File: src/rtl/uart_tx_arbiter.sv
// -----------------------------------------------------------------------------
// uart_tx_arbiter
//   Shares a single UART byte transmitter between NUM_REQ byte producers.
//   Requesters are served round-robin, one byte per grant. Each byte is
//   launched with a one-cycle tx_start pulse, then the arbiter waits for
//   tx_done. An idle-line gap follows each completed frame. A busy timeout
//   aborts a frame whose tx_done never arrives. Both the gap and the timeout
//   are counted in baud oversample ticks (b_tick).
//
// Ports:
//   clk          system clock
//   rst          asynchronous active-low reset
//   b_tick       one-cycle baud oversample tick (16 per bit)
//   req_valid    per-requester byte-available flags
//   req_data     packed bytes, requester i on [8i+7:8i]
//   req_ready    one-hot, one-cycle accept pulse (high during LOAD)
//   tx_start     one-cycle start pulse to the transmitter (high during LOAD)
//   tx_data      byte being sent; stable from LOAD until back in IDLE
//   tx_done      one-cycle end-of-stop-bit pulse from the transmitter
//   grant_id     index of the current or most recently granted requester
//   active       high in every state except IDLE
//   err_timeout  sticky busy-timeout flag
//   err_clr      clears err_timeout (a simultaneous timeout wins)
// -----------------------------------------------------------------------------
module uart_tx_arbiter #(
  parameter int NUM_REQ       = 3,
  parameter int GAP_TICKS     = 16,
  parameter int TIMEOUT_TICKS = 352
) (
  input  logic                       clk,
  input  logic                       rst,
  input  logic                       b_tick,
  input  logic [NUM_REQ-1:0]         req_valid,
  input  logic [NUM_REQ*8-1:0]       req_data,
  output logic [NUM_REQ-1:0]         req_ready,
  output logic                       tx_start,
  output logic [7:0]                 tx_data,
  input  logic                       tx_done,
  output logic [$clog2(NUM_REQ)-1:0] grant_id,
  output logic                       active,
  output logic                       err_timeout,
  input  logic                       err_clr
);

  localparam int ID_W   = $clog2(NUM_REQ);
  localparam int BUSY_W = $clog2(TIMEOUT_TICKS + 1);
  localparam int GAP_W  = (GAP_TICKS > 0) ? $clog2(GAP_TICKS + 1) : 1;

  typedef enum logic [1:0] {IDLE, LOAD, BUSY, GAP} state_t;

  state_t              state, state_d;
  logic [ID_W-1:0]     last_ptr, last_ptr_d;
  logic [BUSY_W-1:0]   busy_cnt, busy_cnt_d;
  logic [GAP_W-1:0]    gap_cnt, gap_cnt_d;

  logic [NUM_REQ-1:0]  req_ready_d;
  logic                tx_start_d;
  logic [7:0]          tx_data_d;
  logic [ID_W-1:0]     grant_id_d;
  logic                active_d;
  logic                err_timeout_d;

  logic                win_found;
  logic [ID_W-1:0]     win_id;
  logic [ID_W-1:0]     scan_id;
  logic [7:0]          win_data;

  // Round-robin pick: scan last_ptr+1, last_ptr+2, ... modulo NUM_REQ and
  // take the first valid requester.
  // NOTE: every signal written here gets a default before any branch, so no
  // path leaves it unassigned and no latch is inferred.
  always_comb begin
    win_found = 1'b0;
    win_id    = '0;
    scan_id   = '0;
    win_data  = '0;
    for (int k = 1; k <= NUM_REQ; k++) begin
      scan_id = ID_W'((int'(last_ptr) + k) % NUM_REQ);
      if (!win_found && req_valid[scan_id]) begin
        win_found = 1'b1;
        win_id    = scan_id;
      end
    end
    for (int i = 0; i < NUM_REQ; i++) begin
      if (win_id == ID_W'(i)) win_data = req_data[8*i +: 8];
    end
  end

  // Next-state and next-output logic; outputs are registered below.
  always_comb begin
    state_d       = state;
    last_ptr_d    = last_ptr;
    busy_cnt_d    = busy_cnt;
    gap_cnt_d     = gap_cnt;
    req_ready_d   = '0;
    tx_start_d    = 1'b0;
    tx_data_d     = tx_data;
    grant_id_d    = grant_id;
    err_timeout_d = err_timeout;

    // Clear first so a timeout in the same cycle overrides it.
    if (err_clr) err_timeout_d = 1'b0;

    unique case (state)
      IDLE: begin
        if (win_found) begin
          state_d     = LOAD;
          grant_id_d  = win_id;
          last_ptr_d  = win_id;
          tx_data_d   = win_data;
          req_ready_d = NUM_REQ'(1) << win_id;
          tx_start_d  = 1'b1;
        end
      end
      LOAD: begin
        state_d    = BUSY;
        busy_cnt_d = '0;
      end
      BUSY: begin
        // tx_done takes precedence over a coincident b_tick.
        if (tx_done) begin
          if (GAP_TICKS == 0) begin
            state_d = IDLE;
          end else begin
            state_d   = GAP;
            gap_cnt_d = '0;
          end
        end else if (b_tick) begin
          busy_cnt_d = busy_cnt + 1'b1;
          if (busy_cnt_d == BUSY_W'(TIMEOUT_TICKS)) begin
            state_d       = IDLE;
            err_timeout_d = 1'b1;
          end
        end
      end
      GAP: begin
        if (b_tick) begin
          gap_cnt_d = gap_cnt + 1'b1;
          if (gap_cnt_d == GAP_W'(GAP_TICKS)) state_d = IDLE;
        end
      end
      default: state_d = IDLE;
    endcase

    active_d = (state_d != IDLE);
  end

  // NOTE: sequential state uses non-blocking assignments so every register
  // samples the pre-edge values regardless of statement order.
  always_ff @(posedge clk or negedge rst) begin
    if (!rst) begin
      state       <= IDLE;
      last_ptr    <= ID_W'(NUM_REQ - 1);
      busy_cnt    <= '0;
      gap_cnt     <= '0;
      req_ready   <= '0;
      tx_start    <= 1'b0;
      tx_data     <= '0;
      grant_id    <= '0;
      active      <= 1'b0;
      err_timeout <= 1'b0;
    end else begin
      state       <= state_d;
      last_ptr    <= last_ptr_d;
      busy_cnt    <= busy_cnt_d;
      gap_cnt     <= gap_cnt_d;
      req_ready   <= req_ready_d;
      tx_start    <= tx_start_d;
      tx_data     <= tx_data_d;
      grant_id    <= grant_id_d;
      active      <= active_d;
      err_timeout <= err_timeout_d;
    end
  end

endmodule

File: config.mk
export PLATFORM = sky130hd
export DESIGN_NAME = uart_tx_arbiter
export DESIGN_NICKNAME = d
export VERILOG_FILES = /design/src/rtl/uart_tx_arbiter.sv
export SDC_FILE = /design/constraint.sdc
export NUM_CORES = 1
export LEC_CHECK = 0
export BUFFER_PORTS_ARGS = -buffer_cell sky130_fd_sc_hd__buf_2
export CAP_MARGIN = 20
export CORE_MARGIN = 5
export CORE_UTILIZATION = 40
export CTS_BUF_LIST = sky130_fd_sc_hd__clkbuf_16
export CTS_CLUSTER_SIZE = 25
export DETAILED_ROUTE_END_ITERATION = 10
export PLACE_DENSITY = 0.7
export SYNTH_ARGS = -nofsm -noshare
export SYNTH_HDL_FRONTEND = slang
export SYNTH_SLANG_ARGS = --single-unit
File: constraint.sdc
create_clock -name clk -period 1.9 [get_ports clk]
set_input_delay 0.38 -clock clk [delete_from_list [all_inputs] [get_ports clk]]
set_output_delay 0.38 -clock clk [all_outputs]
set_load 0.005 [all_outputs]
==> summary.md, run 1 <==
| Metric | Value |
|---|---|
| Status | `finished with violations` |
| Failing checks | `setup timing` |
| FF-to-FF path depth | `6` |
| Vias per inst | `roughly 5.3` |
| Final instance area | `2590 um^2` |
| Worst EP arrival | `2.16 ns` |
| Clk_skew | `approximately 0.0052 ns` |
| CTS tree | `yes` |
| Max stage delay on crit path | `0.57 ns` |
| Fill count | `~400` |
| First-pass GRT wire length | `a little under 8000 um` |
| Clock power frac | `between 40% and 50%` |
| Switching part of the total power | `between 20 and 30%` |
| HPWL after DPL | `around 3300 um` |
| GRT overflow | `0` |
| Maximum vdd drop | `between 0.3 and 0.4 mV` |
| Core Area | `4660 um^2` |
| Crit. End Element | `register` |
| Drt initial violations | `93` |
| Rows | `25` |
| Die X | `about 80 um` |
| Post-Syn Area | `around 1900 um^2` |
| Routed Antenna Nets | `0` |
| GR Util met2 | `about a quarter` |
| Largest net degree at the start of global routing | `34` |
| Worst hold path type | `in -> async` |
| CTS clk-pin slew, worst paths | `0.06 ns` |
| Total track usage | `between 15 and 20%` |
| Chip Height | `about 79 um` |
| YS warnings | `0` |
| Clk buf depth | `2` |
| Leakage | `~1.3 nW` |
| Critical Path, Cell by Cell | `inv_2, ha_4, maj3_2, a211o_4, buf_12, o31ai_2` |
| Stages on the worst setup path | `6` |
| Root Driver | `clkbuf_16` |
| FFs w/ async S/R, synth | `100%` |
| Mean post-synth cell area | `about 9 um^2` |
| #FFs+latches synth | `33` |
| I/O Buffers | `47` |
| Remaining DRCs | `0` |
| Number of global-route vias before repair | `1,721` |
| Sequential Power Share | `between 30% and 40%` |
| Final WL | `4730 um` |
| # diodes | `0` |
| Io pins | `48` |
| Maximum net fanout on the critical path | `18` |
| Unique masters post-synth | `42` |
| # hold bufs at CTS | `0` |
| Maximum clock rate | `just over 500 MHz` |
| Die area | `around 6200 um^2` |
| CP required | `~2.1 ns` |
| Top_reg_cell synth | `dfrtp_1` |
| Sequential share of the synthesized area | `43.8%` |
| Nets@finish | `314` |
| Met3 Usage GRT | `4.99%` |
| Placer congestion estimate | `between 0.8 and 0.9` |
| Syn-to-layout area delta | `37.3%` |
| NetSw | `a little over 600 uW` |
| Slew Viols, Final | `0` |
| Clock sink total | `33` |
| Final worst slack | `-0.0707 ns` |
| Total power | `approximately 2.2 mW` |
| H-tree level count | `2` |
| Vias post-DR | `approximately 1,800` |
| Final TNS setup | `-0.390 ns` |
| Starting Density | `40.5%` |
| Clock Latency Late Sink | `approximately 0.28 ns` |
| Post-place instance area | `approximately 2300 um^2` |
| Count of final setup violators | `8` |
| Tcrit/Tclk final | `104%` |
| EDFF count, synth | `0` |
| Power Density | `a little under 900 nW/um^2` |
| Buf/Inv on CP | `2` |
| Int Pwr | `~1.6 mW` |
| Initial antenna violation count | `0` |
| Most Crowded Layer GR | `met2` |
| Drt first pass iters | `4` |
| Final Critical Period | `around 2.0 ns` |
| Comb power frac | `about a fifth` |
| WL/cell | `14.2 um` |
| Final hold violation count | `0` |
| Mapped Nets | `between 200 and 250` |
| Unrepaired setup endpoints after global routing | `yes` |
| Mapped Cells | `around 210` |
| Slew @ Worst Pin | `0.706 ns` |
| Grt met1 use | `20.3%` |
| CTS Buf Count | `5` |
| Worst Setup Start Kind | `register` |
| Critical Setup Path Class | `reg -> reg` |
| CP top delay family | `compound AO/OA/AOI/OAI gates` |
| Layout cells sized above 1 | `about 36%` |
| Slew HR | `~53%` |
| Hold_ws | `around 0.15 ns` |
| CP max-delay cell | `dfstp_2` |
| Total of max-cap violations | `0` |
## through the flow
stage / setup WS [ns] / instances / utilization, %
2_1_floorplan: -0.0592 / 213 / -
3_3_place_gp: -0.0799 / 322 / 49.8
3_5_place_dp: -0.101 / 322 / 49.8
4_1_cts: -0.0325 / 332 / 54.6
5_1_grt: -0.129 / 333 / 55.6
6_report: -0.0707 / 333 / 55.6
## worst register-to-register path: stages (launching register included)
cell and delay [ns]:
dfstp_2 0.57, inv_2 0.05, ha_4 0.18, maj3_2 0.32, a211o_4 0.36, buf_12 0.17
o31ai_2 0.24
## cell families after synthesis
kind of cell | Yosys count | share of synthesized area [%]
AO/OA/AOI/OAI | 67 | 24.8
buffers and inverters | 21 | 5.04
AND/OR/NAND/NOR | 80 | 19.7
flip-flops | 33 | 43.8
multiplexers | 3 | 1.59
XOR/XNOR | 4 | 1.86
adder cells (fa/ha/maj) | 5 | 3.18
## per-layer routing
metal  wire, um  vias up
met5          0        -
met1       2120      840
met2       2310       46
met3        256        5
li1           -      882
met4         44        0
## flip-flops by register name, indices dropped and copies added (netlist names)
signal / count
busy_cnt: 9
gap_cnt: 5
state: 2
tx_start: 1
err_timeout: 1
grant_id: 2
last_ptr: 1
tx_data: 8
req_ready: 3
active: 1
## synth_stat cells, types with 5 or more instances
cell type / instances / area [um^2]
o31ai_2: 5 / 62.6
inv_1: 11 / 41.3
nand2_1: 27 / 101
a21oi_1: 6 / 30.0
o211a_1: 5 / 50.1
o21ai_0: 28 / 140
dfrtp_1: 32 / 801
nor3_1: 5 / 25.0
nor2_1: 22 / 82.6
## cells in the final DEF (no fill, tap or decap), types with 2 or more instances in the layout
cell       Yosys  routed
buf_2          4      47
dfrtp_1       32      32
nand2_1       27      27
o21ai_0       28      24
nor2_1        22      19
buf_4          1      17
inv_1         11      10
o31ai_2        5       7
a21oi_1        6       5
o211a_1        5       5
clkbuf_16      0       5
nor2_2         1       4
nand2b_1       4       4
nand3_1        4       4
nand4_1        4       4
a21o_1         4       4
and3_1         4       4
a22o_1         4       4
nor3_1         5       4
nor2b_1        3       3
mux2i_1        3       3
o21ai_1        1       3
o21a_1         3       3
a2bb2oi_1      3       3
o21ai_2        1       2
xnor2_1        2       2
xor2_1         2       2
ha_4           0       2
ha_1           4       2
buf_6          1       2
## power groups by stage
stage               sequential, mW  clock [mW]  combinational, mW
finish                       0.891       0.928              0.423
floorplan                    0.875           0              0.266
detailed placement           0.899           0              0.406
global placement             0.893           0              0.388
CTS                          0.889       0.942              0.417
global route                 0.904       0.973              0.477
## timing repair
| action | CTS | global route |
|---|---|---|
| endpoints found under the setup margin | 11 | 15 |
| buffers inserted | 2 | 0 |
| cloned | 0 | 1 |
| pin swaps | 5 | 5 |
| resized for setup | 8 | 11 |
## final cells by class
cell class / instances / area, um^2 / area share, %
Sequential cell: 33 / 827 / 31.9
Clock buffer: 5 / 125 / 4.83
Timing Repair Buffer: 68 / 417 / 16.1
Tap cell: 54 / 67.6 / 2.61
Clock inverter: 3 / 46.3 / 1.79
Multi-Input combinational cell: 159 / 1070 / 41.2
Inverter: 11 / 41.3 / 1.59
## worst paths after layout
kind | endpoint | start | slack [ns]
max | tx_data[7] | last_ptr[1] | -0.07
min | gap_cnt[0] | rst | 0.15
max reg2reg | tx_data[7] | last_ptr[1] | -0.07
min reg2reg | tx_data[1] | tx_data[1] | 0.50
max in group asynchronous | grant_id[1] | rst | 1.29
min in group clk | err_timeout | err_clr | 0.41
(Power assumes the default switching activity.)
==> run 2: changes to the inputs <==
- ABC_AREA: not set -> 1
- PLACE_DENSITY: 0.7 -> 0.67
- clock period: 1.9 -> 2.4 ns (I/O delays scaled with it)
==> summary.md, run 2 <==
| Metric | Value |
|---|---|
| Crit path capture | `tx_data[4]` |
| Clock sink total | `33` |
| Total track usage | `about 16%` |
| I/O Buffers | `47` |
| Maximum net fanout on the critical path | `12` |
| Worst r2r src | `grant_id[0]` |
| Worst Setup Start Kind | `register` |
| Mapped Cells | `around 270` |
| Clock Latency Late Sink | `between 0.2 and 0.3 ns` |
| Final TNS setup | `0 ns` |
| Flop2flop setup slack | `0.25 ns` |
| Tcrit/Tclk final | `between 80 and 90%` |
| Unique masters post-synth | `30` |
| Post-CTS Setup Bufs | `0` |
| Met3 Usage GRT | `under 10%` |
| Syn-to-layout area delta | `19.1%` |
| Critical Setup Path Class | `reg -> reg` |
| YS warnings | `0` |
| # diodes | `0` |
| GRT overflow | `0` |
| First-pass GRT wire length | `8020 um` |
| Most frequent cells after synthesis | `86 x nand2_1, 33 x inv_1, 32 x dfrtp_1` |
| Clk buf depth | `2` |
| Most common cell after layout, fill and taps aside | `nand2_1` |
| CP required | `2.57 ns` |
| Area leader, netlist | `dfrtp_1` |
| Remaining DRCs | `0` |
| Drt initial violations | `about 110` |
| Worst hold path type | `in -> async` |
| Initial antenna violation count | `0` |
| Drt first pass iters | `4` |
| Final WL | `about 4600 um` |
| Dpl ws | `around 0.26 ns` |
| Final Critical Period | `~2.1 ns` |
| Slew HR | `between 50% and 60%` |
| FFs w/ async S/R, synth | `100%` |
| Die X | `about 80 um` |
| Layout cells sized above 1 | `22.7%` |
| GR Util met2 | `between 20% and 30%` |
| Total of max-cap violations | `0` |
| # hold bufs at CTS | `0` |
| Grt met1 use | `approximately a fifth` |
| H-tree level count | `2` |
| Chip Height | `a little over 80 um` |
| Die area | `between 6000 and 7000 um^2` |
| Post-CTS resize count | `0` |
| Status | `completed` |
| Nets@finish | `357` |
| R2R Path End | `tx_data[4]` |
| Final worst slack | `0.254 ns` |
| Worst EP arrival | `2.31 ns` |
| Top_reg_cell synth | `dfrtp_1` |
| Leakage | `between 1 and 1.5 nW` |
| FF-to-FF path depth | `11` |
| Unrepaired setup endpoints after global routing | `no` |
| Most Crowded Layer GR | `met2` |
| Max FFs per register | `9` |
| Post-Syn Area | `approximately 2000 um^2` |
| Rows | `25` |
| Sequential share of the synthesized area | `41.0%` |
| Largest Register | `busy_cnt` |
| #FFs+latches synth | `33` |
| Mapped Nets | `310` |
| Fill count | `around 490` |
| Vias per inst | `4.80` |
| Synth top area cells | `dfrtp_1 40%, nand2_1 16%, nand3_1 6.2%, inv_1 6.1%, nor2_1 4.8%` |
| Power Density | `roughly 1100 nW/um^2` |
| CTS Buf Count | `5` |
| Mean post-synth cell area | `7.37 um^2` |
| Routed Antenna Nets | `0` |
| Vias post-DR | `approximately 1,900` |
| HPWL after DPL | `3520 um` |
| Starting Density | `41.9%` |
| Final hold violation count | `0` |
| Commonest cells after routing, fill and taps aside | `86 x nand2_1, 47 x buf_2, 36 x inv_1, 32 x dfrtp_1, 26 x nor2_1` |
| CTS tree | `yes` |
| Biggest regs | `busy_cnt (9), tx_data (8), gap_cnt (5)` |
| Most numerous cell in the Yosys netlist | `nand2_1` |
| Largest net degree at the start of global routing | `34` |
| Placer congestion estimate | `around 0.8` |
| CTS clk-pin slew, worst paths | `around 0.05 ns` |
| WL/cell | `12.0 um` |
| Number of global-route vias before repair | `about 1,800` |
| Worst Setup SP | `grant_id[0]` |
| Io pins | `between 40 and 50` |
| Count of final setup violators | `0` |
| Top cell type's share of synthesized area | `around two fifths` |
| Root Driver | `clkbuf_16` |
| Crit. End Element | `register` |
| Maximum clock rate | `~470 MHz` |
| Slew Viols, Final | `0` |
| Maximum vdd drop | `~0.57 mV` |
| Clk_skew | `approximately 0.0052 ns` |
| Slew @ Worst Pin | `0.724 ns` |
| Core Area | `slightly below 5000 um^2` |
| EDFF count, synth | `0` |
-- run 2: cell types whose count changed after synthesis, moves of 5 or more --
| cell | change |
|---|---|
| nand2_1 | +59 |
| inv_1 | +22 |
| nand3_1 | +21 |
| o21ai_0 | -16 |
| nand2_2 | +8 |
| o22ai_1 | +6 |
| a21oi_1 | -5 |
| o211a_1 | -5 |
| o31ai_2 | -5 |
-- run 2: metal layers --
layer	up-vias	routed length, um
met5	-	0
met3	9	306
met1	838	2280
li1	967	-
met4	0	81
met2	54	1980
-- run 2: through the flow --
| step | util (%) | cell area (um^2) | power, mW | instances | hold slack, ns |
|---|---|---|---|---|---|
| 3_3_place_gp | 47.1 | 2270 | 2.11 | 381 | 0.478 |
| 3_5_place_dp | 47.1 | 2270 | 2.13 | 381 | 0.460 |
| 4_1_cts | 49.9 | 2410 | 2.73 | 389 | 0.290 |
| 2_1_floorplan | - | 2020 | 1.87 | 274 | 0.184 |
| 6_report | 49.9 | 2410 | 2.71 | 389 | 0.263 |
| 5_1_grt | 49.9 | 2410 | 2.96 | 389 | 0.339 |
-- run 2: layout make-up --
class | instances | area (um^2) | area share, %
repair buffers | 47 | 235 | 9.78
clock buffers | 5 | 125 | 5.20
multi-input cells | 197 | 980 | 40.7
clock inverters | 3 | 11.3 | 0.468
inverters | 37 | 144 | 5.98
flip-flops and latches | 33 | 827 | 34.4
well taps | 67 | 83.8 | 3.48
-- run 2: worst min-delay path by stage --
stage / startpoint / slack [ns] / end
2_1_floorplan: rst / 0.18 / active
3_3_place_gp: tx_data[3] / 0.48 / tx_data[3]
3_5_place_dp: tx_data[3] / 0.46 / tx_data[3]
4_1_cts: rst / 0.29 / busy_cnt[2]
5_1_grt: rst / 0.34 / busy_cnt[2]
6_report: rst / 0.26 / req_ready[2]
-- run 2: logic make-up (layout without fill, tap and decap cells) --
family                     count (synthesis)  after routing  share of synthesized area, %
xor gates and xnor gates                   4              4                          1.74
buffers and inverters                     44             92                          10.5
adders and majority gates                  4              4                          2.48
DFF                                       33             33                          41.0
AOI/OAI and AO/OA                         26             26                          7.68
and+or+nand+nor                          163            163                          36.6
-- run 2: where the power goes --
group          internal, mW  total (mW)  switching (mW)
combinational         0.447        1.26           0.817
sequential            0.734       0.853           0.119
clock                 0.372       0.593           0.221
total                  1.55        2.71            1.16
-- run 2: worst max-delay path, stage by stage, from the launching register on --
cell	delay, ns
dfrtp_1	0.38
inv_1	0.08
ha_1	0.49
nand2_1	0.11
nand3_2	0.10
nand2_2	0.08
nand3_2	0.09
nand2_2	0.11
nor2_4	0.33
nand3b_1	0.12
nand3_1	0.09
nand2_1	0.05
